File: src/rtl/mem_port_arbiter.sv
// ---------------------------------------------------------------------------
// mem_port_arbiter
//
// Shares the single unified memory port between instruction fetch (IF) and
// the load/store stage (DM). One transaction is in flight at a time, walked
// through IDLE -> ISSUE -> WAIT -> RESP. Data accesses win arbitration unless
// fetch has been waiting through STARVE_LIMIT consecutive data grants. A
// taken branch/jump can kill an outstanding fetch via if_flush.
//
// Ports
//   clk, rst            clock, asynchronous active-high reset
//   if_req/if_addr      fetch request (held until if_ack or if_flush)
//   if_flush            kill current or pending fetch
//   if_ack/if_rdata     one-cycle fetch completion pulse, data held after
//   dm_req/dm_we/...    load/store request (held until dm_ack)
//   dm_ack/dm_rdata     one-cycle data completion pulse, data held after
//   mem_req/mem_*       registered request to memory, valid in ISSUE only
//   mem_ready           memory accepts when mem_req & mem_ready
//   mem_rvalid/rdata    one response per accepted request
//   busy                high whenever the FSM is not in IDLE
// ---------------------------------------------------------------------------
module mem_port_arbiter #(
    parameter int ADDR_W       = 64,
    parameter int DATA_W       = 64,
    parameter int STARVE_LIMIT = 4
) (
    input  logic                clk,
    input  logic                rst,
    input  logic                if_req,
    input  logic [ADDR_W-1:0]   if_addr,
    input  logic                if_flush,
    output logic                if_ack,
    output logic [DATA_W-1:0]   if_rdata,
    input  logic                dm_req,
    input  logic                dm_we,
    input  logic [ADDR_W-1:0]   dm_addr,
    input  logic [DATA_W-1:0]   dm_wdata,
    input  logic [DATA_W/8-1:0] dm_wstrb,
    output logic                dm_ack,
    output logic [DATA_W-1:0]   dm_rdata,
    output logic                mem_req,
    output logic                mem_we,
    output logic [ADDR_W-1:0]   mem_addr,
    output logic [DATA_W-1:0]   mem_wdata,
    output logic [DATA_W/8-1:0] mem_wstrb,
    input  logic                mem_ready,
    input  logic                mem_rvalid,
    input  logic [DATA_W-1:0]   mem_rdata,
    output logic                busy
);

    localparam int STRB_W = DATA_W / 8;
    localparam int CNT_W  = $clog2(STARVE_LIMIT + 1);

    localparam logic [1:0] IDLE  = 2'd0;
    localparam logic [1:0] ISSUE = 2'd1;
    localparam logic [1:0] WAIT  = 2'd2;
    localparam logic [1:0] RESP  = 2'd3;

    localparam logic [CNT_W-1:0] CNT_MAX = CNT_W'(STARVE_LIMIT);

    logic [1:0]       state;
    logic             owner_dm;   // 1: data stage owns the transaction
    logic             discard;    // fetch response must be swallowed
    logic [CNT_W-1:0] starve_cnt;
    logic             if_ack_q;

    logic             fetch_ok;
    logic             grant_if;
    logic             grant_dm;
    logic             flush_fetch;

    // A flushed fetch is not eligible this cycle; if fetch is forced by the
    // starvation counter but flushed, a pending data request still goes.
    always_comb begin
        fetch_ok = if_req & ~if_flush;
        grant_if = 1'b0;
        grant_dm = 1'b0;
        if (state == IDLE) begin
            if (fetch_ok && (!dm_req || starve_cnt == CNT_MAX)) begin
                grant_if = 1'b1;
            end else if (dm_req) begin
                grant_dm = 1'b1;
            end
        end
    end

    assign flush_fetch = if_flush & ~owner_dm;
    assign busy        = (state != IDLE);

    // The registered ack is masked by a flush arriving in the RESP cycle so
    // the front end never consumes a fetch it has just killed.
    assign if_ack = if_ack_q & ~if_flush;

    always_ff @(posedge clk or posedge rst) begin
        if (rst) begin
            state      <= IDLE;
            owner_dm   <= 1'b0;
            discard    <= 1'b0;
            starve_cnt <= '0;
            if_ack_q   <= 1'b0;
            dm_ack     <= 1'b0;
            if_rdata   <= '0;
            dm_rdata   <= '0;
            mem_req    <= 1'b0;
            mem_we     <= 1'b0;
            mem_addr   <= '0;
            mem_wdata  <= '0;
            mem_wstrb  <= '0;
        end else begin
            if_ack_q <= 1'b0;
            dm_ack   <= 1'b0;

            // Counts data grants that overtook a waiting fetch; saturates.
            if (state == IDLE) begin
                if (grant_if || !if_req) begin
                    starve_cnt <= '0;
                end else if (grant_dm && starve_cnt != CNT_MAX) begin
                    starve_cnt <= starve_cnt + CNT_W'(1);
                end
            end

            case (state)
                IDLE: begin
                    if (grant_if || grant_dm) begin
                        owner_dm  <= grant_dm;
                        discard   <= 1'b0;
                        mem_req   <= 1'b1;
                        mem_addr  <= grant_dm ? dm_addr : if_addr;
                        mem_we    <= grant_dm & dm_we;
                        mem_wdata <= grant_dm ? dm_wdata : '0;
                        mem_wstrb <= grant_dm ? dm_wstrb : STRB_W'(0);
                        state     <= ISSUE;
                    end
                end
                ISSUE: begin
                    if (flush_fetch && !mem_ready) begin
                        // Not yet accepted: the request can simply be withdrawn.
                        mem_req <= 1'b0;
                        state   <= IDLE;
                    end else if (mem_ready) begin
                        // Accepted: a response is owed, so it must be drained.
                        mem_req <= 1'b0;
                        state   <= WAIT;
                        if (flush_fetch) begin
                            discard <= 1'b1;
                        end
                    end
                end
                WAIT: begin
                    if (mem_rvalid) begin
                        state   <= RESP;
                        discard <= 1'b0;
                        if (owner_dm) begin
                            dm_rdata <= mem_rdata;
                            dm_ack   <= 1'b1;
                        end else if (!(discard || if_flush)) begin
                            if_rdata <= mem_rdata;
                            if_ack_q <= 1'b1;
                        end
                    end else if (flush_fetch) begin
                        discard <= 1'b1;
                    end
                end
                RESP: begin
                    state <= IDLE;
                end
                default: begin
                    state <= IDLE;
                end
            endcase
        end
    end

endmodule
File: config.mk
export PLATFORM = sky130hd
export DESIGN_NAME = mem_port_arbiter
export DESIGN_NICKNAME = d
export VERILOG_FILES = /design/src/rtl/mem_port_arbiter.sv
export SDC_FILE = /design/constraint.sdc
export NUM_CORES = 1
export LEC_CHECK = 0
export BUFFER_PORTS_ARGS = -buffer_cell sky130_fd_sc_hd__buf_4
export CORE_AREA = 3 3 207 209
export CTS_BUF_LIST = sky130_fd_sc_hd__clkbuf_4
export DETAILED_ROUTE_END_ITERATION = 7
export DIE_AREA = 0 0 210 212
export GPL_ROUTABILITY_DRIVEN = 0
export PLACE_DENSITY = 0.59
export SYNTH_ARGS = -nofsm -noshare
export SYNTH_HDL_FRONTEND = slang
export SYNTH_SLANG_ARGS = --single-unit
File: constraint.sdc
create_clock -name clk -period 10.35 [get_ports clk]
set_input_delay 0.5175 -clock clk [delete_from_list [all_inputs] [get_ports clk]]
set_output_delay 0.5175 -clock clk [all_outputs]
set_load 0.02 [all_outputs]
==> flow_metrics.py <==
metrics = {
    "sta": {
        "setup_viol": 0,
        "period_needed_ns": 3.83,
        "slew_viol_final": 0,
        "finalHoldViolCount": 0,
        "rsz0062_at_grt": "false",
        "tightest_slew_ns": 1.07,
        "worst_slack_ns": 6.52,
        "fmax_mhz": 261,
        "skew_ns": 0.0295,
        "setup_tns_ns": 0,
        "slew_headroom": 0.284,
        "fin_crit_sh": 0.370,
    },
    "power": {
        "p_switching_mw": 2.25,
        "p_comb_frac": 0.486,
        "p_seq_frac": 0.326,
        "clkPwrFrac": 0.188,
        "p_int_mw": 3.42,
        "ir_drop_mv": 0.178,
        "p_total_mw": 5.68,
        "total_leakage_power_nw": 9.43,
        "powerDensity_mw_per_mm2": 298,
        "p_sw_frac": 0.397,
    },
    "global_route": {
        "use_met1": 0.205,
        "busiest_layer": "met2",
        "grt_max_degree": 159,
        "grt_pass1_vias": 11400,
        "antenna_found_initial": 4,
        "gr-usage-met2": 0.333,
        "overflow": 0,
        "use_met3": 0.0819,
        "grt_first_pass_wirelength_um": 67000,
        "grtUsageTotal": 0.196,
    },
    "min_path": {
        "hp-class": "in2reg",
    },
    "cells_and_area": {
        "fin_nets": 1966,
        "regArea_mm2": 0.00688,
        "drive_gt1_frac": 0.458,
        "multiInputGateArea_mm2": 0.00360,
        "fillers": 3682,
        "syn2layout_area_growth_pct": 75.7,
    },
    "floorplanning": {
        "initial_core_util": 0.264,
        "core_mm2": 0.0410,
        "num_io_pins": 541,
        "dieArea_mm2": 0.0445,
        "row_count": 74,
        "die_x_um": 210,
        "fp.dieH_um": 212,
    },
    "synth": {
        "synth_fp_nets": 1129,
        "synth_top_family_by_area": "multiplexers",
        "syn-cell-area_mm2": 0.0108,
        "postSynthCellCount": 852,
        "synth_top_cell_area_share": 0.635,
        "synth_largest_area_cell": "dfrtp_1",
        "synth_compound_area_frac": 0.132,
        "avgSynthCellArea_um2": 12.7,
        "synth_mux_area_frac": 0.133,
        "yosys.area_share.simple": 0.0589,
        "yosysSeqAreaShare": 0.635,
        "synth-xor-area-share": 0,
        "synthAdderAreaFrac": 0.00578,
        "synthTopCellsByArea": "dfrtp_1 (64%), mux2_2 (12%), a22o_1 (6.0%)",
        "post_synth_num_cell_types": 37,
        "ys_seq_elements": 275,
        "ys.warnings.count": 0,
    },
    "placed_design": {
        "numPortBuffers": 540,
        "pre_cts_ws_ns": 7.13,
        "dpl.hpwl_um": 30100,
    },
    "clock_network": {
        "cts_tree": "done",
        "cts_made_buffers": 79,
        "cts-root-buf": "clkbuf_4",
        "clk_pin_slew_ns": 0.07,
        "cts_setup_buffers": 0,
        "clock_path_buffers": 3,
        "cts_sinks": 275,
        "h-tree-depth": 3,
        "clkLatencyLatePin_ns": 0.78,
    },
    "setup_path": {
        "cp_data_required_time_ns": 11.03,
        "critical_path_class": "reg2reg",
        "crit_fanout": 88,
        "cp-start-kind": "register",
        "worstSetupEndpointType": "register",
        "worst-endpoint-arrival_ns": 4.50,
    },
    "detailed_routing": {
        "drc_errors": 0,
        "ant_nets": 0,
        "vias": 10500,
        "wl_um": 44900,
        "drt-initial-drc-count": 699,
        "drtPass1Iterations": 7,
        "viasPerCell": 4.58,
        "wire_per_inst_um": 19.6,
    },
    "run": {
        "max_cap_viol_count": 0,
    },
    "outcome": {
        "status": "finished clean",
    },
}
[worst paths after layout]
check                        startpoint  slack [ns]             to  depth (start not counted)
min in group asynchronous           rst        0.43  mem_wdata[10]                          3
setup / recovery               register        6.52    mem_addr[3]                          8
setup reg to reg               register        6.52    mem_addr[3]                          8
hold / removal              dm_addr[32]        0.11   mem_addr[32]                          3
max in group asynchronous           rst        8.33   mem_addr[28]                          4
hold reg to reg            if_rdata[56]        0.49   if_rdata[56]                          1
[power groups by stage]
stage	clock (mW)	combinational, mW	sequential, mW
2_1_floorplan	0	0.795	2.35
3_3_place_gp	0	2.43	1.84
3_5_place_dp	0	2.46	1.85
4_1_cts	1.11	2.75	1.85
5_1_grt	1.17	2.93	1.90
6_report	1.07	2.76	1.85
[cell usage in the layout, fill, tap and decap left out, types with 3 or more instances in the layout]
master         count
nand2_1           68
clkinv_2           4
clkinv_1          12
a22o_1            74
diode_2            4
dlygate4sd3_1    267
nor2_1            67
nor2b_1            3
a31oi_1            4
mux2_1            17
dfrtp_1          275
ha_1               5
mux2_2           111
clkbuf_4         122
a21oi_1          128
o21ai_0            5
a21oi_2            4
inv_1              6
buf_4            546
[final cells by class]
| type | count | share of cell area |
|---|---|---|
| diodes | 4 | 0.000526 |
| clock buffers | 122 | 0.0481 |
| clock inverters | 18 | 0.00657 |
| inverters | 9 | 0.00217 |
| multi-input cells | 510 | 0.189 |
| flip-flops and latches | 275 | 0.362 |
| well taps | 532 | 0.0350 |
| repair buffers | 814 | 0.357 |
[state kept, by name (all words and copies together) (netlist names), named ones only]
name	flops
discard	1
mem_addr	64
if_ack_q	1
mem_wdata	64
mem_req	1
dm_rdata	64
mem_we	1
starve_cnt	3
state	1
owner_dm	1
mem_wstrb	8
dm_ack	1
if_rdata	64
[worst max-delay path, cell delays in order (launching register included)]
cell and delay, ns:
dfrtp_1 0.40, inv_1 0.11, ha_1 0.44, and2_1 0.34, and2_4 0.57, buf_4 0.86, a21oi_1 0.20, a21oi_1 0.20
dlygate4sd3_1 0.58
[cells by family (layout without fill, tap and decap cells)]
family | count (synthesis) | in the layout
adder cells (fa/ha/maj) | 5 | 5
AND/OR/NAND/NOR | 154 | 154
multiplexers | 128 | 128
AO/OA/AOI/OAI | 223 | 223
flip-flops | 275 | 275
other | 0 | 4
buffers and inverters | 67 | 963
[through the flow]
stage	hold slack [ns]	cell area, um2	std cells	util
finish	0.108	19000	2284	0.464
floorplan	0.485	10800	852	-
global route	0.0227	19000	2284	0.464
detailed placement	0.482	15300	1873	0.373
global placement	0.476	15300	1873	0.373
CTS	0.00742	19000	2280	0.464
[repair_timing]
action,in CTS,in global routing
gates resized for setup,0,0
hold buffers,267,0
hold endpoints to repair,386,0
[cells in the mapped netlist, drive strengths merged]
library cell    n
o2bb2ai         1
o21a            2
dfrtp         275
a21oi         132
buf            54
nand2          69
nor2b           4
nand3b          1
o21ai           6
and2            2
nand3           4
clkbuf          4
a31oi           4
nand2b          2
a22o           74
mux2          128
a211oi          1
nand4b          1
nor2           67
o31ai           1
a21boi          1
and4b           1
ha              5
inv             9
or3             1
nor3            2
a41o            1
[metal layers]
layer / vias up / share of wire / wire length, um
met2: 515 / 0.49 / 22100
met1: 5107 / 0.36 / 16100
met4: 2 / 0.055 / 2450
met5: - / 0.00029 / 13
met3: 103 / 0.094 / 4230
li1: 4736 / - / -
No activity file was read; power rests on OpenSTA's default activity.
